===== src/rtl/filter_stream_tx_if.sv =====
// Pixel/coefficient stream from the frame source into the image filter input port.
// tx_valid marks a word this cycle; there is no ready: the filter consumes every valid word.
interface filter_stream_tx_if #(
    parameter int DATA_BIT   = 15,
    parameter int DATA_IDBIT = 2
) ();
    logic                  tx_valid;
    logic [DATA_IDBIT-1:0] tx_id;
    logic [DATA_BIT-1:0]   tx_data;

    modport master (output tx_valid, output tx_id, output tx_data);
    modport slave  (input  tx_valid, input  tx_id, input  tx_data);
endinterface


===== src/rtl/filter_stream_tx.sv =====
// Frame source for the image filter: optional coefficient burst, one idle gap,
// a gapless raster pixel frame, then a fixed drain interval ending in a done pulse.
module filter_stream_tx #(
    parameter int DATA_BIT     = 15,
    parameter int DATA_IDBIT   = 2,
    parameter int ROW_WIDTH    = 512,
    parameter int COL_WIDTH    = 512,
    parameter int MASK_WIDTH   = 7,
    parameter int CF_ADDR_BIT  = 6,
    parameter int PIX_ADDR_BIT = 18,
    parameter int DRAIN_CYCLES = 2048
) (
    input  logic                    clk,
    input  logic                    reset,
    input  logic                    start,
    input  logic                    load_cf,
    output logic                    busy,
    output logic                    done,
    output logic                    cf_rd_en,
    output logic [CF_ADDR_BIT-1:0]  cf_rd_addr,
    input  logic [DATA_BIT-1:0]     cf_rd_data,
    output logic                    pix_rd_en,
    output logic [PIX_ADDR_BIT-1:0] pix_rd_addr,
    input  logic [DATA_BIT-1:0]     pix_rd_data,
    filter_stream_tx_if.master      tx_if,
    output logic [2:0]              o_dbg_state
);
    localparam int NCF       = MASK_WIDTH * MASK_WIDTH;
    localparam int NPIX      = ROW_WIDTH * COL_WIDTH;
    localparam int DRAIN_BIT = $clog2(DRAIN_CYCLES + 2);

    localparam logic [CF_ADDR_BIT-1:0]  CF_LAST    = CF_ADDR_BIT'(NCF - 1);
    localparam logic [PIX_ADDR_BIT-1:0] PIX_LAST   = PIX_ADDR_BIT'(NPIX - 1);
    // Drain counter is 0 in the cycle of the last pixel output, so done lands on DRAIN_CYCLES+1.
    localparam logic [DRAIN_BIT-1:0]    DRAIN_LAST = DRAIN_BIT'(DRAIN_CYCLES + 1);

    typedef enum logic [2:0] {
        S_IDLE  = 3'd0,
        S_CF    = 3'd1,
        S_GAP   = 3'd2,
        S_PIX   = 3'd3,
        S_DRAIN = 3'd4
    } state_t;

    state_t                  r_state;
    state_t                  w_state_next;
    logic [CF_ADDR_BIT-1:0]  r_cf_addr;
    logic [PIX_ADDR_BIT-1:0] r_pix_addr;
    logic [DRAIN_BIT-1:0]    r_drain_cnt;
    logic                    r_tx_valid;
    logic                    r_tx_is_cf;
    logic                    w_cf_last;
    logic                    w_pix_last;
    logic                    w_drain_last;

    assign w_cf_last    = (r_cf_addr == CF_LAST);
    assign w_pix_last   = (r_pix_addr == PIX_LAST);
    assign w_drain_last = (r_drain_cnt == DRAIN_LAST);

    always_ff @(posedge clk) begin
        if (!reset) begin
            r_state <= S_IDLE;
        end else begin
            r_state <= w_state_next;
        end
    end

    always_comb begin
        w_state_next = r_state;
        busy         = 1'b1;
        done         = 1'b0;
        cf_rd_en     = 1'b0;
        pix_rd_en    = 1'b0;
        case (r_state)
            S_IDLE: begin
                busy = 1'b0;
                if (start) begin
                    w_state_next = load_cf ? S_CF : S_PIX;
                end
            end
            S_CF: begin
                cf_rd_en = 1'b1;
                if (w_cf_last) begin
                    w_state_next = S_GAP;
                end
            end
            S_GAP: begin
                w_state_next = S_PIX;
            end
            S_PIX: begin
                pix_rd_en = 1'b1;
                if (w_pix_last) begin
                    w_state_next = S_DRAIN;
                end
            end
            S_DRAIN: begin
                if (w_drain_last) begin
                    done         = 1'b1;
                    w_state_next = S_IDLE;
                end
            end
            default: begin
                w_state_next = S_IDLE;
            end
        endcase
    end

    // Address counters restart on phase entry and hold the last issued address afterwards.
    always_ff @(posedge clk) begin
        if (!reset) begin
            r_cf_addr   <= '0;
            r_pix_addr  <= '0;
            r_drain_cnt <= '0;
        end else begin
            if (w_state_next == S_CF && r_state != S_CF) begin
                r_cf_addr <= '0;
            end else if (cf_rd_en && !w_cf_last) begin
                r_cf_addr <= r_cf_addr + CF_ADDR_BIT'(1);
            end

            if (w_state_next == S_PIX && r_state != S_PIX) begin
                r_pix_addr <= '0;
            end else if (pix_rd_en && !w_pix_last) begin
                r_pix_addr <= r_pix_addr + PIX_ADDR_BIT'(1);
            end

            if (r_state != S_DRAIN) begin
                r_drain_cnt <= '0;
            end else if (!w_drain_last) begin
                r_drain_cnt <= r_drain_cnt + DRAIN_BIT'(1);
            end
        end
    end

    always_ff @(posedge clk) begin
        if (!reset) begin
            r_tx_valid <= 1'b0;
            r_tx_is_cf <= 1'b0;
        end else begin
            r_tx_valid <= cf_rd_en | pix_rd_en;
            r_tx_is_cf <= cf_rd_en;
        end
    end

    // Memory data arrives one cycle after the strobe, aligned with the registered valid/type.
    assign tx_if.tx_valid = r_tx_valid;
    assign tx_if.tx_id    = {{(DATA_IDBIT-1){1'b0}}, r_tx_is_cf};
    assign tx_if.tx_data  = !r_tx_valid ? '0 : (r_tx_is_cf ? cf_rd_data : pix_rd_data);

    assign cf_rd_addr  = r_cf_addr;
    assign pix_rd_addr = r_pix_addr;
    assign o_dbg_state = r_state;
endmodule


===== src/flat_wrapper.sv =====
// flat-port wrapper written by rule: the top's interface ports become plain ports
module filter_stream_tx_flat 
#(
    parameter int DATA_BIT     = 15,
    parameter int DATA_IDBIT   = 2,
    parameter int ROW_WIDTH    = 512,
    parameter int COL_WIDTH    = 512,
    parameter int MASK_WIDTH   = 7,
    parameter int CF_ADDR_BIT  = 6,
    parameter int PIX_ADDR_BIT = 18,
    parameter int DRAIN_CYCLES = 2048
)
  (clk, reset, start, load_cf, busy, done, cf_rd_en, cf_rd_addr, cf_rd_data, pix_rd_en, pix_rd_addr, pix_rd_data, o_dbg_state, tx_if_tx_valid, tx_if_tx_id, tx_if_tx_data);
  filter_stream_tx_if #(.DATA_BIT(DATA_BIT), .DATA_IDBIT(DATA_IDBIT)) tx_if_i ();
  input  logic clk;
  input  logic reset;
  input  logic start;
  input  logic load_cf;
  output logic busy;
  output logic done;
  output logic cf_rd_en;
  output logic [CF_ADDR_BIT-1:0] cf_rd_addr;
  input  logic [DATA_BIT-1:0] cf_rd_data;
  output logic pix_rd_en;
  output logic [PIX_ADDR_BIT-1:0] pix_rd_addr;
  input  logic [DATA_BIT-1:0] pix_rd_data;
  output logic [2:0] o_dbg_state;
  output wire logic [$bits(tx_if_i.tx_valid)-1:0] tx_if_tx_valid;
  output wire logic [$bits(tx_if_i.tx_id)-1:0] tx_if_tx_id;
  output wire logic [$bits(tx_if_i.tx_data)-1:0] tx_if_tx_data;
  assign tx_if_tx_valid = tx_if_i.tx_valid;
  assign tx_if_tx_id = tx_if_i.tx_id;
  assign tx_if_tx_data = tx_if_i.tx_data;
  filter_stream_tx #(.DATA_BIT(DATA_BIT), .DATA_IDBIT(DATA_IDBIT), .ROW_WIDTH(ROW_WIDTH), .COL_WIDTH(COL_WIDTH), .MASK_WIDTH(MASK_WIDTH), .CF_ADDR_BIT(CF_ADDR_BIT), .PIX_ADDR_BIT(PIX_ADDR_BIT), .DRAIN_CYCLES(DRAIN_CYCLES)) u_core (.clk(clk), .reset(reset), .start(start), .load_cf(load_cf), .busy(busy), .done(done), .cf_rd_en(cf_rd_en), .cf_rd_addr(cf_rd_addr), .cf_rd_data(cf_rd_data), .pix_rd_en(pix_rd_en), .pix_rd_addr(pix_rd_addr), .pix_rd_data(pix_rd_data), .tx_if(tx_if_i), .o_dbg_state(o_dbg_state));
endmodule

===== config.mk =====
export PLATFORM = sky130hd
export DESIGN_NAME = filter_stream_tx_flat
export DESIGN_NICKNAME = d
export VERILOG_FILES = /design/src/rtl/filter_stream_tx_if.sv /design/src/rtl/filter_stream_tx.sv /design/src/flat_wrapper.sv
export SDC_FILE = /design/constraint.sdc
export NUM_CORES = 1
export LEC_CHECK = 0
export CORE_ASPECT_RATIO = 0.8
export CORE_MARGIN = 1.5
export CORE_UTILIZATION = 40
export DETAILED_ROUTE_END_ITERATION = 16
export PLACE_DENSITY_LB_ADDON = 0.15
export SLEW_MARGIN = 20
export SYNTH_ARGS = -nofsm -noshare
export SYNTH_HDL_FRONTEND = slang
export SYNTH_SLANG_ARGS = --single-unit

===== constraint.sdc =====
create_clock -name clk -period 1.62 [get_ports clk]
set_input_delay 0.324 -clock clk [delete_from_list [all_inputs] [get_ports clk]]
set_output_delay 0.324 -clock clk [all_outputs]
set_load 0.05 [all_outputs]

## After elaboration in Yosys (flattened, before gate mapping)

Index checks and enable logic that the tools add are counted.

- Latch bits: 0
- Input bits: 34
- Memory bits (writable): 0
- Memories kept: 0
- Flip-flop bits (word level): 41
- Bits in read-only memories: 0

- Bitwise operators: 2
- Divide/modulo/power cells: 0
- $add $sub $neg: 3
- $mul: 0
- Shifts and indexed selects: 0
- Muxes and demuxes: 13
- Order comparisons: 0
- Reduce and logical (&&, ||, !) cells: 10
- Eq/ne operators: 12

Operators by type and width:

| cell | number |
|---|---|
| 15-bit 2-to-1 mux | 2 |
| 18-bit by 1-bit adder with 18-bit output, second input constant | 1 |
| 18-bit equality test, second input constant | 1 |
| 3-bit one-hot mux with 5 select lines | 1 |
| 12-bit by 1-bit adder with 12-bit output, second input constant | 1 |
| 12-bit equality test, second input constant | 1 |
| 3-bit 2-to-1 mux | 4 |
| 3-bit by 2-bit equality test with 1-bit output, second input constant | 3 |
| 6-bit by 1-bit adder with 6-bit output, second input constant | 1 |
| 3-bit by 1-bit equality test with 1-bit output, second input constant | 2 |
| 6-bit equality test, second input constant | 1 |
| 2-bit OR reduction | 3 |
| 1-bit 2-to-1 mux | 5 |
| 1-bit logical AND | 4 |
| 3-bit equality test, second input constant | 1 |
| 3-bit logical NOT | 1 |
| 3-bit by 1-bit inequality test with 1-bit output, second input constant | 1 |
| 3-bit by 2-bit inequality test with 1-bit output, second input constant | 1 |
| 3-bit inequality test, second input constant | 1 |
| 1-bit logical NOT | 2 |
| 2-bit 2-to-1 mux | 1 |
| 1-bit inverter | 1 |
| 1-bit OR | 1 |

## Depth between registers and ports, before layout

Gate-level depths: netlist of the first run.

- Word-level depth: 6
- Mapped depth: 7
- Gate-level depth less buffers: 7

## Least setup slack after synthesis of the first run

No wires, ideal clock.

- Kind: register -> register
- Start point: register u_core.r_state[0], in the netlist u_core.o_dbg_state[0]
- End point: register u_core.r_cf_addr[5], in the netlist u_core.cf_rd_addr[5]
- Data arrival time: 2.910 ns
- Stages on the path, launching flop included: 7
- Library setup time: 0.128 ns
- Buffers on the path: 1
- Period minus slack after synthesis: 3.038 ns
- Slack: -1.418 ns
- Cells stage by stage: dfxtp_1 -> buf_2 -> nor3b_1 -> and4_1 -> nand3_1 -> xor2_1 -> nor2_1

- Elaborated cells on any way between the ends: 16
- Classes of those cells: eq/ne (6); mux (6); reduce/logical (4)

RTL lines:

| what | RTL line | text |
|---|---|---|
| from (decl) | filter_stream_tx.sv:45 | `state_t r_state;` |
| from (signal assigned) | filter_stream_tx.sv:64 | `r_state <= w_state_next;` |
| 3-bit by 1-bit equality test with 1-bit output | filter_stream_tx.sv:74 | `case (r_state)` |
| 1-bit 2-to-1 mux | filter_stream_tx.sv:74 |  |
| via cf_rd_en | flat_wrapper.sv:21 | `output logic cf_rd_en;` |
| 1-bit logical AND | filter_stream_tx.sv:117 | `end else if (cf_rd_en && !w_cf_last) begin` |
| to (signal assigned) | filter_stream_tx.sv:118 | `r_cf_addr <= r_cf_addr + CF_ADDR_BIT'(1);` |
| to (decl) | filter_stream_tx.sv:47 | `logic [CF_ADDR_BIT-1:0] r_cf_addr;` |

The timed path passes the listed nets, and every way through them passes these cells.
A chain may end at the register's enable or synchronous reset.

## Worst setup path after layout of the first run

- Start point: register u_core.r_drain_cnt[1]
- End point: output done

- Longest elaborated chain between the ends: 3

RTL lines:

| what | RTL line | text |
|---|---|---|
| from (decl) | filter_stream_tx.sv:49 | `logic [DRAIN_BIT-1:0] r_drain_cnt;` |
| from (signal assigned) | filter_stream_tx.sv:130 | `r_drain_cnt <= r_drain_cnt + DRAIN_BIT'(1);` |
| 12-bit equality test | filter_stream_tx.sv:58 | `assign w_drain_last = (r_drain_cnt == DRAIN_LAST);` |
| 1-bit 2-to-1 mux | filter_stream_tx.sv:97 | `if (w_drain_last) begin` |
| 1-bit 2-to-1 mux | filter_stream_tx.sv:74 |  |
| to (decl) | flat_wrapper.sv:20 | `output logic done;` |

No other way between the ends.

==> summary by stage, run 1 <==
Die
The floorplan die height is ~70 µm. The x dimension of the die is 86.89 µm. The initial utilization of the core area, before any placement, comes to 0.4144. The floorplan has 24 rows. The top-level port count is 83. The overall die area is 6092 µm².

The floorplan step defined a core boundary enclosing ~5400 µm².

Power and ir drop
Of the total power, the clock network draws 0.285. The switching power total is 719.1 µW. The maximum VDD drop is 0.3349 mV. Power spread over the standard cell area amounts to 548.1 nW/µm². The internal cell power is 1.671 mW. The switching fraction of total power is 0.3009. The design draws between 2 and 2.5 mW. For this design the static power due to leakage is roughly 1.7 nW.

The portion of total power attributed to combinational logic is 0.287. The sequential share of power is 0.428.

Worst hold path
The class of the most critical hold timing path is reg2reg. The start point of the worst min-delay path is u_core.pix_rd_addr[15]. The sink of the worst hold path is u_core.pix_rd_addr[15]. The worst hold path passes through 2 cells.

Setup path
The worst reg-to-reg setup slack is 0.02 ns. The reg-to-reg startpoint is u_core.pix_rd_addr[7]. Along the worst path, the maximum fanout reaches 2. The endpoint type of the worst setup path is an output pin. On the critical path, the stage with the largest delay is an instance of sky130_fd_sc_hd__dfxtp_2. The endpoint arrival time on the critical path is around 1.4 ns. The type of origin of the critical path is a flop. The category of the most critical setup path is reg2out.

STA puts the critical path data required time at 1.30 ns. The endpoint identified for the worst register-to-register timing path is u_core.pix_rd_addr[17]. The signal on the critical path passes through inv_2 > ha_4 > nor4b_4 > nand4_1 > nor2_4 > buf_12. Counting both buffers and inverters, the worst setup path holds a total of 2. The family with the most delay on the worst path is simple AND/OR/NAND/NOR gates. The depth of the most critical reg-to-reg path is 5. The peak per-stage delay on the critical path is 0.33 ns.

Flow run
The count of max-cap constraint violations is 0.

Clocking
The later-pin clock latency in the skew report is 0.29 ns. The CTS tree is done. The tree is rooted in a sky130_fd_sc_hd__clkbuf_8. The clock-pin slew on the worst setup and hold paths is 0.09 ns.

Counting the buffers created by CTS gives 5. The maximum level of the CTS H-tree is 2. CTS saw 41 sinks.

Counting along the longest clock path gives a buffer depth of 2.

Layout
In the final layout, the share of cells above drive strength 1 is 0.5052. After the last flow step, the layout net total stands at about 420. The layout has 319 filler cells. Compared with the post-synthesis result, the final layout area differs by 93.61%.

The number of cells in the finished layout apart from fillers is 464. The diode insertion count for antenna repair is 0.

Place
The total placed cells including tap cells is 442. At the placement stage, the worst setup path has a slack of -0.1067 ns. The HPWL reported at the end of detailed placement is 4.944 mm.

The port buffer count is 81. The final estimated routing congestion in global placement is 0.8596.

Logic synthesis
The share of synthesized area in the top cell type comes to 0.3644. In this run the mean area of a mapped cell was 8.832 µm². In this run, synthesis produced a sequential element count of 41. The cell area that synthesis handed to floorplanning was 2252 µm². The number of standard cells after synthesis is 255. The number of distinct standard cells referenced by the synthesized netlist is 47. The share of the Yosys chip area taken by registers is 0.3644.

The synthesized netlist net count is around 290. For this run, the number of Yosys warnings is 0. By area the synthesized netlist is led by sky130_fd_sc_hd__dfxtp_1, sky130_fd_sc_hd__mux2i_1, sky130_fd_sc_hd__nor2_1. The most used flip-flop cell after synthesis is sky130_fd_sc_hd__dfxtp_1. The fraction of registers with async set or reset after synthesis is 0. The library cell occupying the most area in the post-synthesis netlist is sky130_fd_sc_hd__dfxtp_1. The number of enable flip-flop cells after synthesis is 0.

Routing
Using the TritonRoute via totals, the vias-per-cell ratio works out to 4.912. The number of vias in the routed layout is 2,279. In the final routed layout, each cell accounts on average for 15.33 µm. The number of remaining DRC errors is 0. The violation count after the first detailed-routing iteration is 55. The count of nets left with antenna violations once routing finished came out at 0. The length of the first detailed-routing pass in iterations is 4.

After detailed routing, the total wire length is approximately 7 mm.

STA
Setup repair after global routing could not meet its margin everywhere. Of the available clock period, the critical path in the final layout requires 1.091. The setup slack after layout is -0.1476 ns. The post-route clock skew is 0.008055 ns. The time the worst path needs with I/O delays and setup is 1.768 ns. The number of pins exceeding their max-slew limit in the final report is 0.

Based on the critical path, the design can be clocked at up to 0.5658 GHz. The hold violation total from the final report is 0. Setup violations remaining at the end of the flow were counted as 16. The final hold slack is 0.5306 ns.

Global routing
For this run the aggregate overflow at the end of global routing stands at 0. The largest net degree at the start of global routing is 17. The first global-routing pass estimated 11.01 mm of wire. In the global route stage, overall resource usage came out at 0.2303. The number of antenna violations at the first check in global routing is 0. The via count of the first global-routing pass is 2,229.

Status
The flow ran to the end, but the final reports show violations. The final reports fail on negative setup slack.
[worst register-to-register path, stage by stage (launching register included)]
cell	delay, ns
sky130_fd_sc_hd__dfxtp_4	0.35
sky130_fd_sc_hd__and4_1	0.20
sky130_fd_sc_hd__or4b_4	0.52
sky130_fd_sc_hd__a2111oi_4	0.22
sky130_fd_sc_hd__xnor2_1	0.17
sky130_fd_sc_hd__nor2_1	0.05
[per-stage QoR]
| step | setup TNS [ns] | area [µm²] | util |
|---|---|---|---|
| after global routing | -1.518 | 4360 | 0.8023 |
| after floorplan | -3.373 | 2504 | - |
| after global placement | -0.3806 | 3856 | 0.7095 |
| after detailed placement | -0.5133 | 3856 | 0.7095 |
| final | -0.6207 | 4360 | 0.8023 |
| after CTS | -0.5247 | 4213 | 0.7751 |
[area by class of cell]
type / count / area [µm²] / share of cell area
clock buffer: 6 / 72.57 / 0.01664
sequential: 41 / 897.1 / 0.2057
inverter: 7 / 30.03 / 0.006887
multi-input combinational: 196 / 1759 / 0.4034
clock inverter: 2 / 15.01 / 0.003443
timing repair buffer: 134 / 1489 / 0.3415
tap: 78 / 97.59 / 0.02238
[layout by cell type (no fill, tap or decap), drive strengths merged, types with 3 or more instances in the layout]
cell type      synthesis  routed
buf                    5     101
dfxtp                 41      41
nor2                  39      39
clkdlybuf4s50          0      33
nor2b                 19      19
mux2i                 17      17
xor2                  16      16
nand2                 14      14
xnor2                 13      13
nand4                 10      10
nand3                  9       9
and4                   8       8
inv                    7       6
clkbuf                 6       6
and3                   5       5
ha                     5       5
a21oi                  4       4
a211oi                 4       4
clkinvlp               0       3
o21ai                  3       3
[synth_stat cells (4+ instances only)]
master / number
sky130_fd_sc_hd__ha_1: 5
sky130_fd_sc_hd__dfxtp_1: 41
sky130_fd_sc_hd__clkbuf_1: 6
sky130_fd_sc_hd__nand4_1: 8
sky130_fd_sc_hd__nand2_1: 14
sky130_fd_sc_hd__and3_1: 5
sky130_fd_sc_hd__xor2_1: 16
sky130_fd_sc_hd__nand3_1: 9
sky130_fd_sc_hd__and4_1: 6
sky130_fd_sc_hd__xnor2_1: 13
sky130_fd_sc_hd__nor2_1: 38
sky130_fd_sc_hd__a211oi_1: 4
sky130_fd_sc_hd__nor2b_1: 19
sky130_fd_sc_hd__mux2i_1: 17
sky130_fd_sc_hd__a21oi_1: 4
sky130_fd_sc_hd__inv_1: 7
[metal layers]
metal  routed length [µm]  GRT usage
met1                 3108     0.3078
met2                 3511     0.3790
met3                  408    0.04610
met4                   87    0.05735
met5                    0          0
[registers in the layout, summed over array words and instances (netlist names)]
signal,cells
u_core.tx_if.tx_valid,1
u_core.r_tx_is_cf,1
u_core.pix_rd_addr,18
u_core.o_dbg_state,3
u_core.r_drain_cnt,12
u_core.cf_rd_addr,6
[power by group through the flow]
stage                     Clock (mW)  Combinational (mW)  Sequential, mW
after floorplan                    0               0.266            1.07
after global placement             0               0.567            1.05
after detailed placement           0               0.574            1.05
after CTS                      0.698               0.660            1.02
after global routing           0.752               0.711            1.03
final                          0.681               0.686            1.02
[logic make-up after synthesis]
group	share of synthesized area
compound gates	0.07555
xor+xnor	0.1128
fa+ha+maj	0.02778
buf+inv	0.03444
flops	0.3644
mux	0.08055
other cells	0.001665
simple gates	0.3028
[how the worst max path moves through the flow]
stage,startpoint,endpoint,depth (start not counted)
global route,u_core.r_drain_cnt[1],done,6
detailed placement,u_core.pix_rd_addr[11],u_core.pix_rd_addr[17],5
CTS,u_core.r_drain_cnt[1],done,6
finish,u_core.r_drain_cnt[1],done,6
global placement,start,u_core.pix_rd_addr[14],7
floorplan,u_core.o_dbg_state[2],u_core.pix_rd_addr[9],7
[timing repair]
| item | 4_1_cts | 5_1_grt |
|---|---|---|
| setup buffers | 4 | 9 |
| endpoints found under the setup margin | 20 | 28 |
| resized for setup | 41 | 16 |
| hold buffers | 0 | 0 |
| cloned | 1 | 0 |
| pin swaps | 6 | 8 |
(Power assumes the default switching activity.)
==> inputs of run 2 (changes only) <==
--- a/config.mk
+++ b/config.mk
@@ -8,8 +8,10 @@
 export CORE_ASPECT_RATIO = 0.8
 export CORE_MARGIN = 1.5
 export CORE_UTILIZATION = 40
+export CTS_CLUSTER_DIAMETER = 120
 export DETAILED_ROUTE_END_ITERATION = 16
 export PLACE_DENSITY_LB_ADDON = 0.15
+export RECOVER_POWER = 25
 export SLEW_MARGIN = 20
 export SYNTH_ARGS = -nofsm -noshare
 export SYNTH_HDL_FRONTEND = slang
==> run 2 against run 1 <==
  * The flow still finishes with violations (negative setup slack)
  * Die area stayed put
  * Clock power is 0.6% higher
  * Via count up 0.57%
  * Largest power group unchanged
==> summary by stage, run 2 (synthesized netlist as in run 1, its figures left out) <==
Die
The area of the placeable core is 5435 µm² (unchanged). The floorplan die height is 70.12 µm (unchanged). The number of core rows came to 24 (unchanged).

The initial cell density of the core is 0.4144 (unchanged). The top-level port count was 83 (unchanged). The x dimension of the die is 86.89 µm (unchanged). The overall die area is 6092 µm² (unchanged).

Layout
The flip-flop count of the largest register after layout is 18 (unchanged). The number of nets in the layout came to 424 (unchanged). The post-synthesis to final-layout area growth came to 90.50% (was 93.61%). The diode insertion count for antenna repair is 0 (unchanged). The share of final-layout standard cells stronger than drive strength 1 is 0.4948 (was 0.5052). The most common cell after layout, fill and taps aside is sky130_fd_sc_hd__buf_4 (unchanged). The utilization of the core after routing is 0.7894 (was 0.8023). Highest-count cells in the layout ignoring fill and taps: sky130_fd_sc_hd__buf_4, sky130_fd_sc_hd__nor2_1, sky130_fd_sc_hd__clkdlybuf4s50_1, sky130_fd_sc_hd__buf_12, sky130_fd_sc_hd__dfxtp_4 (unchanged).

The fill cell instance count of the final layout is 332 (was 319).

STA
The number of endpoints failing setup at the final stage came to 19 (was 16). The number of pins exceeding their max-slew limit in the final report is 0 (unchanged). The setup slack after layout is -0.1515 ns (was -0.1476 ns). The final hold slack is 0.5264 ns (was 0.5306 ns). The time the worst path needs with I/O delays and setup is 1.772 ns (was 1.768 ns).

The top achievable clock speed is 0.5645 GHz (was 0.5658 GHz). The worst max-slew margin expressed relative to the limit is 0.6078. The final period utilization is 1.094 (was 1.091). RSZ-0062 raised after global routing: true (unchanged). The transition time of the tightest slew-check pin is 0.5909 ns. The hold violation total from the final report is 0 (unchanged). The summed negative setup slack over all endpoints is -0.7941 ns (was -0.6207 ns). The post-route clock skew is 0.008541 ns (was 0.008055 ns).

Clocking
The TritonCTS buffer count is 5 (unchanged). The later-pin clock latency in the skew report is 0.29 ns (about the same). The CTS tree is done (unchanged).

The cell at the root of the clock tree is sky130_fd_sc_hd__clkbuf_8 (unchanged). The maximum number of buffers from clock root to sink came to 2 (unchanged). The maximum level of the CTS H-tree is 2 (unchanged). The number of clock sinks was 41 (unchanged). The clock-pin slew on the worst setup and hold paths is 0.08 ns (was 0.09 ns).

Global routing
The via count of the first global-routing pass was 2,229 (unchanged). The number of antenna violations at the first check in global routing is 0 (unchanged). The largest net degree at the start of global routing is 17 (unchanged). The overall fraction of global-route tracks in use is 0.2303 (unchanged).

The global-route wire length before repair is 11.01 mm (unchanged). The overflow left after global routing is 0 (unchanged).

Place
The final estimated routing congestion in global placement was 0.8596 (unchanged). The HPWL reported at the end of detailed placement is 4.944 mm (unchanged). The port buffer count came to 81 (unchanged).

Worst hold path
The number of cells on the worst hold path was 2 (unchanged). The class of the most critical hold timing path is reg2reg (unchanged).

Routing
The length of the first detailed-routing pass in iterations was 4 (unchanged). The wire length after detailed routing is 7.126 mm (was 7.114 mm). The average wire length per cell after detail routing is 15.36 µm (was 15.33 µm). The number of remaining DRC errors is 0 (unchanged).

The number of vias in the routed layout came to 2,292 (was 2,279). The violation count after the first detailed-routing iteration is 51 (was 55). The average vias per placed instance is 4.940 (was 4.912). The post-route antenna net violation count is 0 (unchanged).

Setup path
The endpoint arrival time on the critical path is 1.45 ns (was 1.44 ns). The endpoint type of the worst setup path is an output pin (unchanged). The type of origin of the critical path is a flop (unchanged). The category of the most critical setup path is reg2out (unchanged). The worst endpoint required time is 1.30 ns (about the same). The largest fanout on the critical path is 2 (unchanged). The depth of the most critical reg-to-reg path is 7 (was 5).

Power and ir drop
The leakage power figure is 1.668 nW (was 1.695 nW). The power per cell area came to 556.1 nW/µm² (was 548.1 nW/µm²). The maximum VDD drop is 0.3343 mV (was 0.3349 mV).

Flow run
The count of max-cap constraint violations is 0 (unchanged).

Status
Failing checks: negative setup slack (unchanged). Status: finished, violations left (unchanged).
==> run 2: changes by cell type in the layout (fill, tap and decap cells not counted) <==
cell / previous run / this run
sky130_fd_sc_hd__buf_4: 66 / 56
sky130_fd_sc_hd__clkdlybuf4s50_1: 33 / 32
sky130_fd_sc_hd__nor3b_1: 0 / 1
sky130_fd_sc_hd__dlygate4sd3_1: 0 / 1
sky130_fd_sc_hd__nor3b_4: 2 / 1
sky130_fd_sc_hd__clkbuf_1: 1 / 4
sky130_fd_sc_hd__clkbuf_2: 0 / 9
sky130_fd_sc_hd__buf_12: 28 / 26
==> run 2: worst paths after layout <==
path                                from                     end  slack (ns)
setup / recovery   u_core.r_drain_cnt[1]                    done       -0.15
hold / removal    u_core.pix_rd_addr[16]  u_core.pix_rd_addr[16]        0.53
setup reg to reg   u_core.o_dbg_state[2]    u_core.cf_rd_addr[5]       -0.02
hold reg to reg   u_core.pix_rd_addr[16]  u_core.pix_rd_addr[16]        0.53
==> run 2: worst max-delay path: stages, from the launching register on <==
cell	delay, ns
sky130_fd_sc_hd__dfxtp_2	0.33
sky130_fd_sc_hd__inv_2	0.06
sky130_fd_sc_hd__ha_4	0.11
sky130_fd_sc_hd__nor4b_4	0.18
sky130_fd_sc_hd__nand4_1	0.19
sky130_fd_sc_hd__nor2_4	0.15
sky130_fd_sc_hd__buf_12	0.14
==> run 2: metal layers <==
layer / track usage / wire length (µm) / up-vias
li1: - / - / 1140
met1: 0.3078 / 3112 / 1064
met2: 0.3790 / 3495 / 80
met3: 0.04610 / 441 / 8
met4: 0.05735 / 76 / 0
met5: 0 / 0 / -
==> run 2: area by class of cell <==
type / instances / area [µm²] / area share
clock buffer: 6 / 72.57 / 0.01691
clock inverter: 2 / 15.01 / 0.003500
inverter: 7 / 30.03 / 0.006999
multi-input combinational: 196 / 1748 / 0.4074
sequential: 41 / 897.1 / 0.2091
tap: 78 / 97.59 / 0.02275
timing repair buffer: 134 / 1430 / 0.3333
==> run 2: per-stage QoR <==
stage / total power, mW / cells / setup slack, ns / area (µm²)
CTS: 2.381 / 455 / -0.1745 / 4213
floorplan: 1.341 / 255 / -0.3364 / 2504
global placement: 1.612 / 442 / -0.05534 / 3856
detailed placement: 1.620 / 442 / -0.1067 / 3856
finish: 2.386 / 464 / -0.1515 / 4290
global route: 2.480 / 464 / -0.2553 / 4290
==> run 2: timing repair <==
action,CTS,global route
setup endpoints to repair,20,28
buffers inserted,4,9
resized for setup,41,16
hold buffers,0,0
gates cloned,1,0
pin swaps,6,8
==> run 2: power breakdown <==
part           internal [mW]  total [mW]  switching (mW)  leakage, nW
clock                  0.304       0.685           0.381       0.0374
combinational          0.362       0.679           0.317         1.28
sequential             0.997        1.02          0.0238        0.349
total                   1.66        2.39           0.722         1.67
==> inputs of run 3 (changes only) <==
--- a/config.mk
+++ b/config.mk
@@ -9,6 +9,7 @@
 export CORE_MARGIN = 1.5
 export CORE_UTILIZATION = 40
 export CTS_CLUSTER_DIAMETER = 120
+export CTS_CLUSTER_SIZE = 8
 export DETAILED_ROUTE_END_ITERATION = 16
 export PLACE_DENSITY_LB_ADDON = 0.15
 export RECOVER_POWER = 25
==> results of run 3 <==
Final layout, timing and power as in run 2 (identical DEF).
